===== src/rtl/sample_averager.sv =====
// -----------------------------------------------------------------------------
// sample_averager
//
// Sliding-window mean filter placed between the ADC interface and the data
// processor. It keeps the last N = 2**LOG2_N accepted samples in a circular
// buffer together with a running sum. Once the window has filled, every
// accepted sample produces a truncated mean on avg_o one clock later, flagged
// by a single-cycle avg_valid_o strobe.
//
// Optional feature macro: SAMPLE_AVERAGER_FLUSH_EN
//   When defined, the input flush_i is added. It synchronously empties the
//   window (back to FILL) and leaves avg_o holding its last value.
//
// Parameters
//   WIDTH   sample width in bits (unsigned)
//   LOG2_N  log2 of the window depth, 1..6
//
// Ports
//   clk_i           system clock
//   reset           asynchronous active-high reset, clears all state
//   flush_i         (SAMPLE_AVERAGER_FLUSH_EN only) synchronous window flush
//   sample_i        raw ADC sample
//   sample_valid_i  sample_i is accepted on a rising edge where this is high
//   avg_o           registered window mean, floor(sum / N)
//   avg_valid_o     one-cycle pulse in the cycle avg_o updates
//   full_o          high once N samples have been accepted since reset/flush
// -----------------------------------------------------------------------------
module sample_averager #(
    parameter int WIDTH  = 16,
    parameter int LOG2_N = 4
) (
    input  logic             clk_i,
    input  logic             reset,
`ifdef SAMPLE_AVERAGER_FLUSH_EN
    input  logic             flush_i,
`endif
    input  logic [WIDTH-1:0] sample_i,
    input  logic             sample_valid_i,
    output logic [WIDTH-1:0] avg_o,
    output logic             avg_valid_o,
    output logic             full_o
);

    localparam int N     = 1 << LOG2_N;
    localparam int SUM_W = WIDTH + LOG2_N;

    // Fill count that, once one more sample is accepted, completes the window.
    localparam logic [LOG2_N:0] LAST_FILL_CNT = (LOG2_N + 1)'(N - 1);

    typedef enum logic {
        ST_FILL = 1'b0,
        ST_RUN  = 1'b1
    } state_t;

    state_t            state_reg, state_next;
    logic [LOG2_N-1:0] wp_reg, wp_next;
    logic [LOG2_N:0]   cnt_reg, cnt_next;
    logic [SUM_W-1:0]  sum_reg, sum_next;
    logic              pending_reg, pending_next;
    logic [WIDTH-1:0]  avg_reg;
    logic              avg_valid_reg;

    logic [WIDTH-1:0]  buf_mem [N];

    logic              flush;
    logic              accept;
    logic [WIDTH-1:0]  oldest;

`ifdef SAMPLE_AVERAGER_FLUSH_EN
    assign flush = flush_i;
`else
    assign flush = 1'b0;
`endif

    // A flush discards any sample presented in the same cycle.
    assign accept = sample_valid_i & ~flush;

    // While filling, the slot at wp has never been written since reset/flush,
    // so nothing is evicted; force zero rather than trusting stale contents.
    assign oldest = (state_reg == ST_RUN) ? buf_mem[wp_reg] : '0;

    // ---------------------------------------------------------------- state reg
    always_ff @(posedge clk_i or posedge reset) begin
        if (reset) begin
            state_reg     <= ST_FILL;
            wp_reg        <= '0;
            cnt_reg       <= '0;
            sum_reg       <= '0;
            pending_reg   <= 1'b0;
            avg_reg       <= '0;
            avg_valid_reg <= 1'b0;
        end else begin
            state_reg   <= state_next;
            wp_reg      <= wp_next;
            cnt_reg     <= cnt_next;
            sum_reg     <= sum_next;
            pending_reg <= pending_next;
            // sum_reg already includes the acceptance from the previous edge,
            // which gives the one-clock acceptance-to-output latency.
            avg_valid_reg <= pending_reg & ~flush;
            if (pending_reg && !flush) begin
                avg_reg <= sum_reg[SUM_W-1:LOG2_N];
            end
        end
    end

    // Sample storage needs no reset: every slot is written before it is read.
    always_ff @(posedge clk_i) begin
        if (accept) begin
            buf_mem[wp_reg] <= sample_i;
        end
    end

    // ----------------------------------------------------------- next state
    always_comb begin
        state_next = state_reg;
        if (flush) begin
            state_next = ST_FILL;
        end else if (accept && (state_reg == ST_FILL) && (cnt_reg == LAST_FILL_CNT)) begin
            state_next = ST_RUN;
        end
    end

    // ------------------------------------------------------ datapath next
    always_comb begin
        wp_next      = wp_reg;
        cnt_next     = cnt_reg;
        sum_next     = sum_reg;
        pending_next = 1'b0;
        if (flush) begin
            wp_next  = '0;
            cnt_next = '0;
            sum_next = '0;
        end else if (accept) begin
            // Sum never exceeds N * (2**WIDTH - 1), so SUM_W bits suffice.
            sum_next = sum_reg + SUM_W'(sample_i) - SUM_W'(oldest);
            wp_next  = wp_reg + 1'b1;   // wraps mod N by width
            if (state_reg == ST_FILL) begin
                cnt_next = cnt_reg + 1'b1;
            end
            pending_next = (state_next == ST_RUN);
        end
    end

    // ------------------------------------------------------------- outputs
    always_comb begin
        full_o      = (state_reg == ST_RUN);
        avg_o       = avg_reg;
        avg_valid_o = avg_valid_reg;
    end

endmodule


===== config.mk =====
export PLATFORM = sky130hd
export DESIGN_NAME = sample_averager
export DESIGN_NICKNAME = d
export VERILOG_FILES = /design/src/rtl/sample_averager.sv
export SDC_FILE = /design/constraint.sdc
export NUM_CORES = 1
export LEC_CHECK = 0
export CORE_ASPECT_RATIO = 1.4
export CORE_MARGIN = 5
export CORE_UTILIZATION = 55
export CTS_CLUSTER_DIAMETER = 100
export DETAILED_ROUTE_END_ITERATION = 8
export PLACE_DENSITY = 0.82
export REMOVE_ABC_BUFFERS = 1
export SLEW_MARGIN = 25
export SYNTH_ARGS = -nofsm -noshare
export SYNTH_HDL_FRONTEND = slang
export SYNTH_SLANG_ARGS = --single-unit

===== constraint.sdc =====
create_clock -name clk_i -period 4.3 [get_ports clk_i]
set_clock_uncertainty 0.2 [all_clocks]
set_input_delay 0.645 -clock clk_i [delete_from_list [all_inputs] [get_ports clk_i]]
set_output_delay 0.645 -clock clk_i [all_outputs]
set_load 0.01 [all_outputs]

Word-level counts from Yosys, hierarchy flattened
Memory sizes are Yosys's and may differ from the RTL's.
Cells that the tools add are included.
{ "totals": {"register_bits": 48, "latchBits": 0, "ramBits": 256, "romBits": 0, "in_bits": 19, "out_inout_bits": 18, "elab_cells": 22, "memories": 1} }
{ "mem_list": {"columns": ["memory", "depth", "word_bits", "read_ports", "rd_clocked_by_memory_dff", "write_ports", "line", "source"], "rows": [
  ["buf_mem", 16, 16, 1, 0, 1, "63", "logic [WIDTH-1:0] buf_mem [N];"]
]} }
{ "classes": {"addsub": 4, "multipliers": 0, "n_div": 0, "magnitude_cmp": 0, "n_eq_ne": 1, "shift": 0, "muxes": 5, "n_bitwise": 1, "n_reduce_logical": 3} }
{ "ops": {"columns": ["operator", "count"], "rows": [
  ["adder 20 x 16 -> 20 bit", 1],
  ["subtractor 20 x 16 -> 20 bit", 1],
  ["2-to-1 mux 16 bit", 1],
  ["adder 5 x 1 -> 5 bit, second input constant", 1],
  ["equality test 5 x 4 -> 1 bit, second input constant", 1],
  ["adder 4 x 1 -> 4 bit, second input constant", 1],
  ["2-to-1 mux 1 bit", 4],
  ["logical AND 1 bit", 2],
  ["AND reduction 2 bit", 1],
  ["NOT 1 bit", 1]
]} }

Depth between registers and ports, before layout
Gate-level depths: netlist of the first run.
{ "logic_depth": {"depth_word": 5, "ltp_mapped": 16, "mapped_depth_nobuf": 13} }

Worst setup path before layout of the first run
OpenSTA, ideal clock, no wires.
{ "synth_path": {"kind": "reg2reg", "start": "reg wp_reg[0]", "end": "reg sum_reg[10]", "setup_time_ns": 0.138, "arrival_time_ns": 4.122, "required_ns": 3.962, "path_slack_ns": -0.160, "path_stages_with_launch": 16, "path_buffers": 3, "synth_period_minus_slack_ns": 4.460, "path_cell_list": "dfrtp_1 -> clkbuf_2 -> buf_6 -> buf_8 -> mux4_2 -> mux4_2 -> and2_1 -> fa_1 -> inv_1 -> fa_1 -> a21o_1 -> a311o_1 -> a221o_1 -> a21oi_1 -> xor2_1 -> mux2i_1"} }
{ "synth_via": {"elab_chain_len": 3} }
{ "synth_lines": {"columns": ["item", "line", "source"], "rows": [
  ["start, declared", "56", "logic [LOG2_N-1:0] wp_reg, wp_next;"],
  ["start signal, assigned", "94", "wp_reg <= wp_next;"],
  ["memory read (16 x 16 bit)", null, null],
  ["2-to-1 mux 16 bit", "80", "assign oldest = (state_reg == ST_RUN) ? buf_mem[wp_reg] : '0;"],
  ["subtractor 20 x 16 -> 20 bit", "136", "sum_next = sum_reg + SUM_W'(sample_i) - SUM_W'(oldest);"],
  ["end signal, assigned", "96", "sum_reg <= sum_next;"],
  ["end, declared", "58", "logic [SUM_W-1:0] sum_reg, sum_next;"]
]} }
No other way between the ends.
A chain may end at the register's enable or synchronous reset.

Worst setup path after layout of the first run
{ "layout_path": {"start": "reg wp_reg[0]", "end": "reg sum_reg[14]"} }
The elaborated chain is that of the path after synthesis.

==> flow_summary.yaml, run 1 <==
placement:
  place_area_um2: 14680
  io_buffers: 36
  place.gp.congestion: 0.8227
  hpwl_um: 18850
  preCtsSetupSlack_ns: -0.3082
pwr:
  power.total_uw: 14270
  p_sw_share_pct: 35.63
  power_density_nw_per_um2: 887.9
  clock_power_share_pct: 17.0
  irDropWorstVdd_mv: 0.6200
  p_int_uw: 9184
  pwr-share-seq_pct: 27.9
  p_switching_uw: 5084
  pwr-share-comb_pct: 55.1
  power_leakage_uw: 0.005842
finish:
  final_common_cell: "edfxtp_1"
  layout_common_cells: "edfxtp_1 (256), buf_4 (87), mux4_2 (80)"
  layout.nets: 960
  largest_reg_flops: 256
  utilization_pct: 67.26
  final_area_um2: 16070
  final_layout_size_suffix_gt1_share_pct: 31.66
  diodes: 0
  synthToLayoutAreaGrowth_pct: 21.13
timing:
  slew_headroom_pct: 45.29
  fin_crit_ns: 4.462
  finalSetupTns_ns: -0.6378
  max_freq_mhz: 224.1
  setup_viol: 7
  hold_viol_final: 0
  worst_pin_slew_ns: 0.8194
  rsz0062_at_grt: "yes"
  fin_ws_ns: -0.1619
  finalMaxSlewViolations: 0
  fin_crit_sh_pct: 103.8
routing:
  ant_nets: 0
  routed_wl_um: 31430
  dr.first_iter.drc_count: 754
  wl_per_cell_um: 25.57
  drc: 0
  vias: 7521
  via_per_inst: 6.120
  drtPass1Iterations: 5
synth:
  synthesis.area_um2: 13270
  ys_ff_latch: 304
  synthCells: 756
  yosysUniqueCellTypes: 54
  synth_seq_area_share_pct: 67.00
  synth_warnings: 0
  yosys_most_used_dff: "edfxtp_1"
  async_flop_share_pct: 15.79
  avgSynthCellArea_um2: 17.55
  synth_edf_count: 256
worst_setup_path:
  crit_type: "flip-flop to flip-flop"
  crit_arrival_ns: 4.67
  critPathMaxFanout: 7
  path_cells: "buf_12 -> buf_16 -> buf_12 -> mux4_2 -> mux4_2 -> and2_1 -> fa_1 -> inv_1 -> ha_1 -> o21a_1 -> a221o_1 -> a31oi_4 -> xnor2_1 -> mux2i_1"
  cp.buffers_inverters: 4
  cp_top_family: "multiplexers"
  required_ns: 4.51
  cpPeakStageDelay_ns: 0.54
  endpoint_kind: "flip-flop"
  crit_slowest_cell: "dfrtp_4"
  start_kind: "flip-flop"
floorplan:
  initial_core_util_pct: 55.53
  die_height_um: 193.8
  io-pin-count: 37
  core_area_um2: 23890
  fp.dieW_um: 141.3
  fp-row-count: 67
  dieArea_um2: 27370
global_route:
  antenna_found_initial: 1
  grt_pass1_wl_um: 47280
  grt_pass1_vias: 7982
  grt_max_degree: 39
  overflow: 0
  track_usage_pct: 22.88
job:
  cap_violations: 0
cts:
  clkTransAtPathRegs_ns: 0.06
  clk_latency_ns: 0.54
  clock-sinks: 304
  ctsHtreeMaxLevel: 1
  clockBufferDepth: 3
  cts_tree: "built"
  cts_buffers: 27
  cts_root_buf: "clkbuf_16"
run_status:
  violations: "negative setup slack"
  status: "complete, but fails checks"
worst_hold_path:
  holdCritPathClass: "flip-flop to flip-flop"
-- power by group through the flow --
stage / registers (µW) / logic, µW / clock network [µW]
4_1_cts: 3980 / 7310 / 2460
3_5_place_dp: 4040 / 6480 / 0
6_report: 3990 / 7860 / 2420
5_1_grt: 4030 / 8490 / 2590
3_3_place_gp: 4010 / 6310 / 0
2_1_floorplan: 4210 / 3900 / 0
-- cells by family after synthesis --
kind of cell / Yosys count / share of synthesized area, %
adders and majority gates: 42 / 4.867
buffers and inverters: 107 / 3.329
muxes: 100 / 15.24
xor gates and xnor gates: 14 / 0.9243
AOI/OAI and AO/OA: 81 / 4.263
DFF: 304 / 67.00
and+or+nand+nor: 108 / 4.376
-- cell usage after synthesis, types with 2 or more instances --
master      n  area (µm²)
o21ai_1     2       10.01
a31o_2      2       17.52
nand3_1     4       20.02
o31ai_1     3       22.52
a211o_1     3       26.28
mux2i_1     4       40.04
nand4_1    11       68.82
edfxtp_1  256        7687
and3_1      4       25.02
clkbuf_1   18       67.56
a21oi_1    17       85.08
a21o_1     11       82.58
nand2b_1    4       25.02
nand2_1    27       101.4
mux2_2     16       180.2
a211oi_1    4       30.03
buf_6       3       33.78
buf_2       4       20.02
nor2_1     10       37.54
xnor2_1    11       96.34
fa_1       16       320.3
o211ai_1    2       15.01
inv_1      74       277.8
and2_1     34       212.7
xor2_1      3       26.28
a221o_1     2       20.02
ha_1       26       325.3
o21a_1      5       37.54
dfrtp_1    48        1201
mux4_2     80        1802
o21ai_0    14       70.07
buf_1       6       22.52
and4_1      2       17.52
or3_1       3       18.77
o221a_2     2       22.52
nor3_1      5       25.02
o311ai_0    3       26.28
-- per-stage QoR --
step / hold slack, ns / cells
floorplan: 0.2381 / 723
global route: 0.3267 / 1229
CTS: 0.3117 / 1227
global placement: 0.2578 / 1165
finish: 0.2982 / 1229
detailed placement: 0.2720 / 1165
-- repair_timing --
item / in CTS / in global routing
pin swaps: 19 / 26
endpoints found under the setup margin: 12 / 13
gates cloned: 2 / 0
gates resized for setup: 38 / 28
hold buffers: 0 / 0
buffers inserted: 12 / 3
-- final cells by class --
cell class              count  area, µm²
clock inverters            13      172.7
flip-flops and latches    304       8894
clock buffers              36      709.4
inverters                  74      277.8
multi-input cells         345       4205
fillers                  1474       7823
repair buffers            147       1423
well taps                 310      387.9
-- final timing paths --
path / to / start / slack [ns] / cells past startpoint
worst max-delay path: sum_reg[14] / wp_reg[0] / -0.16 / 14
worst min-delay path: cnt_reg[4] / cnt_reg[4] / 0.30 / 2
worst max register to register: sum_reg[14] / wp_reg[0] / -0.16 / 14
worst min register to register: cnt_reg[4] / cnt_reg[4] / 0.30 / 2
max in group asynchronous: avg_o[10] / reset / 2.83 / 3
min in group asynchronous: cnt_reg[3] / reset / 0.40 / 2
-- per-layer routing --
metal	vias up	GRT usage, %	share of wire [%]
met5	-	0	0.038
met4	2	6.930	3.2
met3	79	3.059	6.4
met2	340	42.29	55
met1	3893	27.69	35
li1	3207	-	-
-- worst register-to-register path, delay by kind of cell, from the launching register on --
family	cells	cell delay, ns
adder cells (fa/ha/maj)	2	0.87
AND/OR/NAND/NOR	1	0.19
multiplexers	3	1.06
buffers and inverters	4	0.48
XOR/XNOR	1	0.14
AO/OA/AOI/OAI	3	0.87
flip-flops	1	0.54
Power figures use the tool's default switching activity.
==> run 2, diff against run 1 <==
SLEW_MARGIN = 0   (was 25)
==> results of run 2 <==
The final DEF is identical to that of run 1; final timing and power are the same.
==> run 3, diff against run 2 <==
SKIP_LAST_GASP = 1   (was unset)
==> flow_summary.yaml, run 3 (synthesized netlist as in run 1, its figures left out) <==
run_status:
  status: "complete, but fails checks"
  violations: "negative setup slack"
cts:
  ctsHtreeMaxLevel: 1
  clk_latency_ns: 0.53
  clock-sinks: 304
  clockBufferDepth: 3
  clkTransAtPathRegs_ns: 0.06
  cts_buffers: 27
  cts_root_buf: "clkbuf_16"
  cts_tree: "built"
floorplan:
  core_area_um2: 23890
  dieArea_um2: 27370
  die_height_um: 193.8
  io-pin-count: 37
  fp-row-count: 67
  initial_core_util_pct: 55.53
  fp.dieW_um: 141.3
worst_hold_path:
  hold_path_depth: 2
  holdCritPathClass: "flip-flop to flip-flop"
routing:
  wl_per_cell_um: 25.69
  dr_wl_met2_um: 17510
  routed_wl_um: 31840
  vias: 7613
  via_per_inst: 6.144
  drc: 0
  ant_nets: 0
  top_layer_used: "met5"
  dr_wl_met3_um: 2153
  drtPass1Iterations: 5
  drt-met1-wl_um: 11070
  dr.first_iter.drc_count: 743
pwr:
  pwr-share-seq_pct: 27.1
  p_switching_uw: 5290
  clock_power_share_pct: 16.5
  irDropWorstVdd_mv: 0.6526
  p_int_uw: 9446
  power_density_nw_per_um2: 907.9
  pwr-share-comb_pct: 56.5
  power_leakage_uw: 0.005907
  p_sw_share_pct: 35.90
worst_setup_path:
  crit_arrival_ns: 4.63
  cpPeakStageDelay_ns: 0.54
  start_kind: "flip-flop"
  cp_top_family: "compound AO/OA/AOI/OAI gates"
  crit_type: "flip-flop to flip-flop"
  cp.depth: 14
  crit_slowest_cell: "fa_1"
  endpoint_kind: "flip-flop"
  required_ns: 4.51
  r2r_cells: 14
  critPathMaxFanout: 7
  cp.buffers_inverters: 3
  path_cells: "buf_6 -> buf_12 -> mux4_2 -> mux4_2 -> and2_4 -> fa_1 -> inv_2 -> ha_4 -> a21o_1 -> a311o_1 -> a221o_1 -> a31oi_4 -> xnor2_1 -> mux2i_1"
  cp_common_cell: "mux4_2"
global_route:
  grt_pass1_wl_um: 47230
  grt_max_degree: 39
  antenna_found_initial: 1
  track_usage_pct: 22.86
  overflow: 0
  grt_pass1_vias: 7970
timing:
  slew_headroom_pct: 45.63
  fin_ws_ns: -0.1227
  fin_crit_sh_pct: 102.9
  fin_crit_ns: 4.423
  finalMaxSlewViolations: 0
  setup_viol: 7
  rsz0062_at_grt: "yes"
  max_freq_mhz: 226.1
  worst_pin_slew_ns: 0.8143
  hold_viol_final: 0
finish:
  diodes: 0
  layout.nets: 970
  largest_reg_flops: 256
  synthToLayoutAreaGrowth_pct: 22.33
  regArea_um2: 8896
  final_layout_size_suffix_gt1_share_pct: 34.55
  utilization_pct: 67.93
  multi_input_area_um2: 4278
  layout_common_cells: "edfxtp_1 (256), buf_4 (93), mux4_2 (80)"
  final_common_cell: "edfxtp_1"
  fillers: 1448
placement:
  io_buffers: 36
  place.gp.congestion: 0.8227
  preCtsSetupSlack_ns: -0.3082
  hpwl_um: 18850
job:
  cap_violations: 0
[run 3: per-layer routing]
layer,global-route usage [%],vias to the layer above
met1,27.70,3944
li1,-,3229
met2,42.18,354
met3,3.059,84
met5,0,-
met4,6.930,2
[run 3: final timing paths]
kind,start,to,slack [ns]
setup reg to reg,wp_reg[0],sum_reg[14],-0.12
min in group asynchronous,reset,cnt_reg[3],0.39
max in group asynchronous,reset,avg_o[10],2.83
setup / recovery,wp_reg[0],sum_reg[14],-0.12
hold reg to reg,cnt_reg[4],cnt_reg[4],0.30
hold / removal,cnt_reg[4],cnt_reg[4],0.30
[run 3: what timing repair did]
item	4_1_cts	5_1_grt
hold endpoints to repair	0	0
setup endpoints to repair	12	13
buffers inserted	12	15
cloned	2	0
hold buffers	0	0
resized for setup	33	66
pin swaps	17	47
[run 3: power groups by stage]
stage	Clock (µW)	Sequential, µW	Combinational (µW)
floorplan	0	4210	3900
global placement	0	4010	6310
detailed placement	0	4040	6480
CTS	2460	3980	7260
global route	2590	4030	8960
finish	2430	3990	8320
[run 3: final cells by class]
class,instances,area share [%]
Tap cell,310,2.390
Sequential cell,304,54.81
Clock inverter,13,1.064
Clock buffer,36,4.371
Timing Repair Buffer,157,9.290
Inverter,74,1.712
Multi-Input combinational cell,345,26.36
[run 3: per-stage QoR]
stage          hold slack [ns]  TNS, ns  total power [µW]  area [µm²]  instances
6_report                0.2985  -0.5867             14740       16230       1239
5_1_grt                 0.3267   -2.051             15580       16230       1239
4_1_cts                 0.3117  -0.5523             13710       15930       1227
3_5_place_dp            0.2720   -2.074             10520       14680       1165
3_3_place_gp            0.2578   -1.641             10320       14680       1165
2_1_floorplan           0.2381   -34.80              8106       13100        723
[run 3: tightest hold or removal path: cells and delay by family (launching register included)]
| kind | cells | cell delay (ns) |
|---|---|---|
| simple gates | 1 | 0.05 |
| compound gates | 1 | 0.07 |
| flops | 1 | 0.35 |
==> patch, RTL diff (config.mk and constraints of run 2) <==
Take the reset off `sum_reg` and load it in a clocked block of its own.
--- a/src/rtl/sample_averager.sv
+++ b/src/rtl/sample_averager.sv
@@ -87,3 +87,2 @@
             cnt_reg       <= '0;
-            sum_reg       <= '0;
             pending_reg   <= 1'b0;
@@ -95,3 +94,2 @@
             cnt_reg     <= cnt_next;
-            sum_reg     <= sum_next;
             pending_reg <= pending_next;
@@ -104,2 +102,6 @@
         end
+    end
+
+    always_ff @(posedge clk_i) begin
+        sum_reg <= sum_next;
     end
Formal check against the unedited RTL: same outputs for any inputs over 10 cycles, from zero or initial values and one cycle with reset high; that may be too few to reach the edited logic, so the function may still have changed.
==> patch against run 2 <==
The flow still finishes with violations (negative setup slack); worst setup slack got worse by 0.050 ns; count of clock-buffer cells in the layout decreased by 5; sequential share of layout area increased by 0.68 points; die area decreased by 0.95%; core utilization increased by 0.41 points; routed wire length increased by 1.2%; design area about the same; area after synthesis decreased by 1.0%; sequential cell count unchanged; non-clock buffer count decreased by 9; critical path depth increased by 1.
Power is left out: the tool's default activity adds up to more than one toggle a clock period on the data nets, which glitch-free logic cannot reach.
==> patch: results (changes against run 2) <==
Run status
  • Result of the run: finished with violations (unchanged)
  • Violations in the final reports: negative setup slack (unchanged)

Routing
  • Routed met2 length: 17100 µm (was 17300 µm)
  • Uppermost metal layer occupied by signal nets: met4 (was met5)
  • WL final: 31800 µm (was 31400 µm)

Setup path
  • Arrival time at the worst endpoint: 4.60 ns (was 4.67 ns)
  • Logic depth of the worst register-to-register path: 15 (was 14)

Logic synthesis
  • Post-synth ARST share: 0.0921 (was 0.158)
  • Sequential share of the synthesized area: 0.684 (was 0.670)
  • Netlist cell types: 46 (was 54)
  • Top post-synthesis cells by area: sky130_fd_sc_hd__edfxtp_1 (63%), sky130_fd_sc_hd__mux4_2 (14%), sky130_fd_sc_hd__dfrtp_1 (5.3%) (was sky130_fd_sc_hd__edfxtp_1 (58%), sky130_fd_sc_hd__mux4_2 (14%), sky130_fd_sc_hd__dfrtp_1 (9.1%))

Timing
  • Post-route setup slack: -0.212 ns (was -0.162 ns)
  • Final setup viols: 13 (was 7)
  • Headroom to the max-slew limit: 0.223 (was 0.453)

Placed design
  • Cell area after placement: 0.0144 mm² (was 0.0147 mm²)

GRT
  • Antenna violations before repair: 0 (was 1)
  • First-pass GRT wire length: 46100 µm (was 47300 µm)
  • Global-route track usage on met3: 0.0350 (was 0.0306)
  • Maximum number of pins on one net before global-route repair: 49 (was 39)
  • Met2 track demand over resource: 0.412 (was 0.423)

Finish
  • Non-clock buffering overhead: 0.0852 (was 0.0885)
  • Relative area of clock buffers and inverters in the final design: 0.0581 (was 0.0549)
  • Sequential cell area share: 0.560 (was 0.553)
  • Seq. cell area: 0.00899 mm² (was 0.00889 mm²)

Min path
  • Origin of the worst min-delay path: cnt_reg[3]$_DFFE_PP0P_ (was cnt_reg[4]$_DFFE_PP0P_)
  • Worst Hold End: cnt_reg[3]$_DFFE_PP0P_ (was cnt_reg[4]$_DFFE_PP0P_)
-- patch: cell types whose count changed in the layout (fill, tap and decap cells not counted), sizes merged, moves of 6 or more --
cell	change
buf	-10
dfrtp	-20
edfxtp	+20
nand2	-7
nand4	-6
o21ai	-7
xor2	+7
-- patch: kinds of logic after synthesis --
logic type | share of synthesized area
adder cells (fa/ha/maj) | 0.0492
XOR/XNOR | 0.0160
AO/OA/AOI/OAI | 0.0268
AND/OR/NAND/NOR | 0.0401
buffers and inverters | 0.0318
multiplexers | 0.152
flip-flops | 0.684
-- patch: metrics by stage --
stage	worst slack (ns)	hold slack, ns	TNS, ns	instances
after global routing	-0.298	0.309	-2.41	1188
after global placement	-0.135	0.254	-0.426	1116
final	-0.212	0.291	-1.34	1188
after CTS	-0.0240	0.296	-0.0694	1171
after detailed placement	-0.184	0.284	-1.07	1116
after floorplan	-2.02	0.238	-32.71	692
